### src/rtl/vga_scanout_reader.sv
// Scan-out side of the 160x120 framebuffer: 640x480@60 VGA timing from CLOCK_50,
// 4x4 pixel replication, one-pixel read/output pipeline and a frame-start pulse.
module vga_scanout_reader #(
  parameter int unsigned HVisible = 640,
  parameter int unsigned HFront   = 16,
  parameter int unsigned HSync    = 96,
  parameter int unsigned HBack    = 48,
  parameter int unsigned VVisible = 480,
  parameter int unsigned VFront   = 10,
  parameter int unsigned VSync    = 2,
  parameter int unsigned VBack    = 33
) (
  input  logic        CLOCK_50,
  input  logic        reset,
  output logic [14:0] rd_addr,
  input  logic [2:0]  rd_data,
  output logic        frame_start,
  output logic        VGA_CLK,
  output logic        VGA_HS,
  output logic        VGA_VS,
  output logic        VGA_BLANK_N,
  output logic        VGA_SYNC_N,
  output logic [9:0]  VGA_R,
  output logic [9:0]  VGA_G,
  output logic [9:0]  VGA_B
);

  localparam int unsigned HTotal = HVisible + HFront + HSync + HBack;
  localparam int unsigned VTotal = VVisible + VFront + VSync + VBack;

  localparam logic [9:0]  HLast      = 10'(HTotal - 1);
  localparam logic [9:0]  VLast      = 10'(VTotal - 1);
  localparam logic [9:0]  HVisW      = 10'(HVisible);
  localparam logic [9:0]  VVisW      = 10'(VVisible);
  localparam logic [9:0]  HSyncFirst = 10'(HVisible + HFront);
  localparam logic [9:0]  HSyncLast  = 10'(HVisible + HFront + HSync - 1);
  localparam logic [9:0]  VSyncFirst = 10'(VVisible + VFront);
  localparam logic [9:0]  VSyncLast  = 10'(VVisible + VFront + VSync - 1);
  // One stored pixel covers four screen columns, so a stored row is HVisible/4 wide.
  localparam logic [14:0] Stride     = 15'(HVisible / 4);

  logic       pix_en_q, pix_en_d;
  logic [9:0] hcount_q, hcount_d;
  logic [9:0] vcount_q, vcount_d;
  logic       hs_q, hs_d;
  logic       vs_q, vs_d;
  logic       blank_n_q, blank_n_d;
  logic [2:0] colour_q, colour_d;
  logic       vga_clk_q, vga_clk_d;
  logic       frame_start_q, frame_start_d;
  logic       visible;

  always_comb begin
    visible = (hcount_q < HVisW) && (vcount_q < VVisW);
    rd_addr = 15'd0;
    if (visible) begin
      rd_addr = 15'(vcount_q[9:2]) * Stride + 15'(hcount_q[9:2]);
    end
  end

  always_comb begin
    pix_en_d      = ~pix_en_q;
    vga_clk_d     = ~pix_en_q;
    hcount_d      = hcount_q;
    vcount_d      = vcount_q;
    hs_d          = hs_q;
    vs_d          = vs_q;
    blank_n_d     = blank_n_q;
    colour_d      = colour_q;
    frame_start_d = 1'b0;
    if (pix_en_q) begin
      // Outputs are all taken from the current counter value, before it advances.
      hs_d      = !((hcount_q >= HSyncFirst) && (hcount_q <= HSyncLast));
      vs_d      = !((vcount_q >= VSyncFirst) && (vcount_q <= VSyncLast));
      blank_n_d = visible;
      colour_d  = visible ? rd_data : 3'b000;
      if (hcount_q == HLast) begin
        hcount_d = 10'd0;
        if (vcount_q == VLast) begin
          vcount_d      = 10'd0;
          frame_start_d = 1'b1;
        end else begin
          vcount_d = vcount_q + 10'd1;
        end
      end else begin
        hcount_d = hcount_q + 10'd1;
      end
    end
  end

  always_ff @(posedge CLOCK_50 or posedge reset) begin
    if (reset) begin
      pix_en_q      <= 1'b0;
      hcount_q      <= 10'd0;
      vcount_q      <= 10'd0;
      hs_q          <= 1'b1;
      vs_q          <= 1'b1;
      blank_n_q     <= 1'b0;
      colour_q      <= 3'b000;
      vga_clk_q     <= 1'b0;
      frame_start_q <= 1'b0;
    end else begin
      pix_en_q      <= pix_en_d;
      hcount_q      <= hcount_d;
      vcount_q      <= vcount_d;
      hs_q          <= hs_d;
      vs_q          <= vs_d;
      blank_n_q     <= blank_n_d;
      colour_q      <= colour_d;
      vga_clk_q     <= vga_clk_d;
      frame_start_q <= frame_start_d;
    end
  end

  assign frame_start = frame_start_q;
  assign VGA_CLK     = vga_clk_q;
  assign VGA_HS      = hs_q;
  assign VGA_VS      = vs_q;
  assign VGA_BLANK_N = blank_n_q;
  assign VGA_SYNC_N  = 1'b1;
  assign VGA_R       = {10{colour_q[2]}};
  assign VGA_G       = {10{colour_q[1]}};
  assign VGA_B       = {10{colour_q[0]}};

endmodule

### config.mk
export PLATFORM = sky130hd
export DESIGN_NAME = vga_scanout_reader
export DESIGN_NICKNAME = d
export VERILOG_FILES = /design/src/rtl/vga_scanout_reader.sv
export SDC_FILE = /design/constraint.sdc
export NUM_CORES = 1
export LEC_CHECK = 0
export CAP_MARGIN = 20
export CORE_ASPECT_RATIO = 1.5
export CORE_MARGIN = 2
export CORE_UTILIZATION = 42
export CTS_BUF_LIST = sky130_fd_sc_hd__clkbuf_16
export DETAILED_ROUTE_END_ITERATION = 8
export GPL_TIMING_DRIVEN = 0
export PLACE_DENSITY = 0.81
export SYNTH_ARGS = -nofsm -noshare
export SYNTH_HDL_FRONTEND = slang
export SYNTH_SLANG_ARGS = --single-unit
### constraint.sdc
create_clock -name CLOCK_50 -period 4.8 [get_ports CLOCK_50]
set_input_delay 0.96 -clock CLOCK_50 [delete_from_list [all_inputs] [get_ports CLOCK_50]]
set_output_delay 0.96 -clock CLOCK_50 [all_outputs]
set_load 0.03 [all_outputs]
==> metrics.md <==
| Metric | Value |
|---|---|
| Post-CTS resize count | `0` |
| Worst setup SP type | `flip-flop` |
| Setup CP Type | `reg -> out` |
| # diodes | `0` |
| Async SR Flop Fraction | `1.00` |
| Grt total ovfl | `0` |
| Outcome | `completed` |
| #FFs+latches synth | `28` |
| Top post-synthesis cells by area | `dfrtp_1 30%, ha_1 11%, buf_4 9.9%` |
| CTS buffer count | `3` |
| Final Net Count | `326` |
| Pwr/cell area | `around 180 nW/um2` |
| WL per Instance | `approximately 13 um` |
| CTS H-Tree Depth | `1` |
| CTS clk-pin slew, worst paths | `60 ps` |
| Synth Instances | `240` |
| Die width | `63.0 um` |
| R2r setup slk | `about 2800 ps` |
| Vias per cell | `slightly below 5` |
| Predominant post-synthesis flop cell | `dfrtp_1` |
| Fmax achieved | `~0.22 GHz` |
| DRC viols | `0` |
| Starting Density | `0.431` |
| Clock tree buffer depth | `2` |
| Clk sink count | `28` |
| Avg Inst Size Synth | `around 9 um2` |
| Clock latency on the worst-skew pair | `about 260 ps` |
| Filler instances | `around 460` |
| Layout area overhead | `33.5%` |
| First-pass GRT wire length | `about 8300 um` |
| Netlist cell types | `just under 50` |
| Crit. End Element | `output pin` |
| RSZ-0062 raised after global routing | `no` |
| Post-CTS Setup Bufs | `0` |
| Area leader, netlist | `dfrtp_1` |
| Worst EP required | `between 3000 and 4000 ps` |
| Max IR drop VDD | `about 0.18 mV` |
| Total GRT Usage | `0.176` |
| Final hold slack | `498 ps` |
| Die Ht | `92.5 um` |
| Iter 0 DRT Violations | `39` |
| First-pass detailed-route iteration total | `4` |
| Worst Hold Class | `reg -> reg` |
| Critical Path AT | `about 3700 ps` |
| Synth warn | `0` |
| Static Leak | `roughly 1.4 nW` |
| Final period util | `0.961` |
| DP HPWL | `about 3800 um` |
| Multi-input combinational cell area | `between 1000 and 1500 um2` |
| DRT antenna net count | `0` |
| Row cnt | `32` |
| Post-synth EDFFs | `0` |
| I/O pin count | `56` |
| Clk root buf | `clkbuf_16` |
| Setup Skew | `around 2.5 ps` |
| Port Buffers | `54` |
| Layout cell share with drive strength beyond 1 | `0.147` |
| FF/Latch Area | `approximately 700 um2` |
| Yosys top cell area share | `0.297` |
| CTS tree | `yes` |
| Largest net degree at the start of global routing | `29` |
| Minimum clock period | `around 4600 ps` |
| Total of max-cap violations | `0` |
| Vias in the first global route | `1,831` |
| Final setup fails | `0` |
| Final Hold Viols | `0` |
| WL final | `4860 um` |
| Synth Cell Area | `approximately 2200 um2` |
| CORE AREA | `5080 um2` |
| Gpl congestion | `about 0.85` |
| Final TNS setup | `0 ps` |
| DR vias | `approximately 1,800` |
| Synth Net Count | `266` |
| Finished Core Util | `0.575` |
| Initial antenna violation count | `0` |
| Sequential element share of the synthesized area | `0.321` |
| CP Max Fanout | `9` |
| Die area | `around 5800 um2` |
| CTS Hold Buffers Added | `0` |
| Fin. max-slew vios | `0` |
-- area by class of cell --
cell class | instances | area share
plain buffers | 31 | 0.0770
clock buffers | 3 | 0.0257
clock inverters | 1 | 0.00128
inverters | 11 | 0.0141
multi-input cells | 170 | 0.417
flip-flops and latches | 28 | 0.240
well taps | 68 | 0.0291
repair buffers | 55 | 0.195
-- state kept, by name (all words and copies together) (netlist names) --
signal,flops
VGA_BLANK_N,1
VGA_CLK,1
VGA_HS,1
VGA_VS,1
colour_q,3
frame_start,1
hcount_q,10
vcount_q,10
-- layer usage --
layer / wire length [um] / track usage / up-vias
met5: 0 / 0 / -
met4: 104 / 0.0926 / 0
met3: 82 / 0.0158 / 8
met2: 2780 / 0.343 / 24
met1: 1890 / 0.181 / 874
li1: - / - / 918
-- critical path, stage by stage, from the launching register on --
cell and delay [ps]:
dfrtp_1 520, ha_1 360, ha_1 180, inv_1 60, fa_1 400, nand2b_1 180, o2bb2ai_1 170, xor2_1 200
nor4_1 360, mux2i_1 260, clkdlybuf4s50_1 700
-- Yosys cell counts (4+ instances only) --
library cell and n:
xnor2_1 13, dfrtp_1 26, buf_4 29, nand3_1 4
nand2_1 19, o2bb2ai_1 4, nand4_1 8, o21ai_0 5
inv_1 11, xor2_1 10, a21oi_1 4, nor3_1 7
nand2b_1 4, nor2_1 29, ha_1 19, and2_1 6
-- per-stage QoR --
| step | area, um2 | std cells | setup WS (ps) | power, W |
|---|---|---|---|---|
| 2_1_floorplan | 2190 | 240 | 976 | 0.000295 |
| 3_3_place_gp | 2820 | 362 | 474 | 0.000325 |
| 3_5_place_dp | 2820 | 362 | 441 | 0.000326 |
| 4_1_cts | 2900 | 366 | 139 | 0.000517 |
| 5_1_grt | 2930 | 367 | 36.4 | 0.000532 |
| 6_report | 2930 | 367 | 190 | 0.000513 |
-- power breakdown --
group	switching (W)	internal, W
clock	0.0000771	0.000112
combinational	0.0000421	0.0000409
sequential	0.00000380	0.000237
-- layout by cell type (no fill, tap or decap), drive strengths merged, types with 6 or more instances in the layout --
| cell | instances |
|---|---|
| xnor2 | 13 |
| ha | 19 |
| o21ai | 6 |
| inv | 11 |
| nand4 | 9 |
| nand2 | 19 |
| nor2 | 29 |
| buf | 30 |
| dfrtp | 26 |
| clkdlybuf4s50 | 53 |
| nor3 | 7 |
| and2 | 7 |
| xor2 | 10 |
-- final timing paths --
check | depth (start not counted) | endpoint | startpoint
hold / removal | 2 | VGA_VS | VGA_VS
hold reg to reg | 2 | VGA_VS | VGA_VS
setup reg to reg | 7 | vcount_q[4] | hcount_q[0]
setup / recovery | 10 | rd_addr[14] | vcount_q[3]
max in group asynchronous | 3 | VGA_VS | reset
min in group asynchronous | 2 | VGA_BLANK_N | reset
-- kinds of logic (layout without fill, tap and decap cells) --
| logic type | count (synthesis) | count (layout) | share of synthesized area |
|---|---|---|---|
| AOI/OAI and AO/OA | 27 | 27 | 0.0908 |
| and+or+nand+nor | 95 | 95 | 0.232 |
| other | 1 | 1 | 0.00171 |
| buffers and inverters | 42 | 101 | 0.122 |
| xor gates and xnor gates | 23 | 23 | 0.0919 |
| adders and majority gates | 21 | 21 | 0.127 |
| muxes | 3 | 3 | 0.0137 |
| DFF | 28 | 28 | 0.321 |
(Power assumes the default switching activity.)
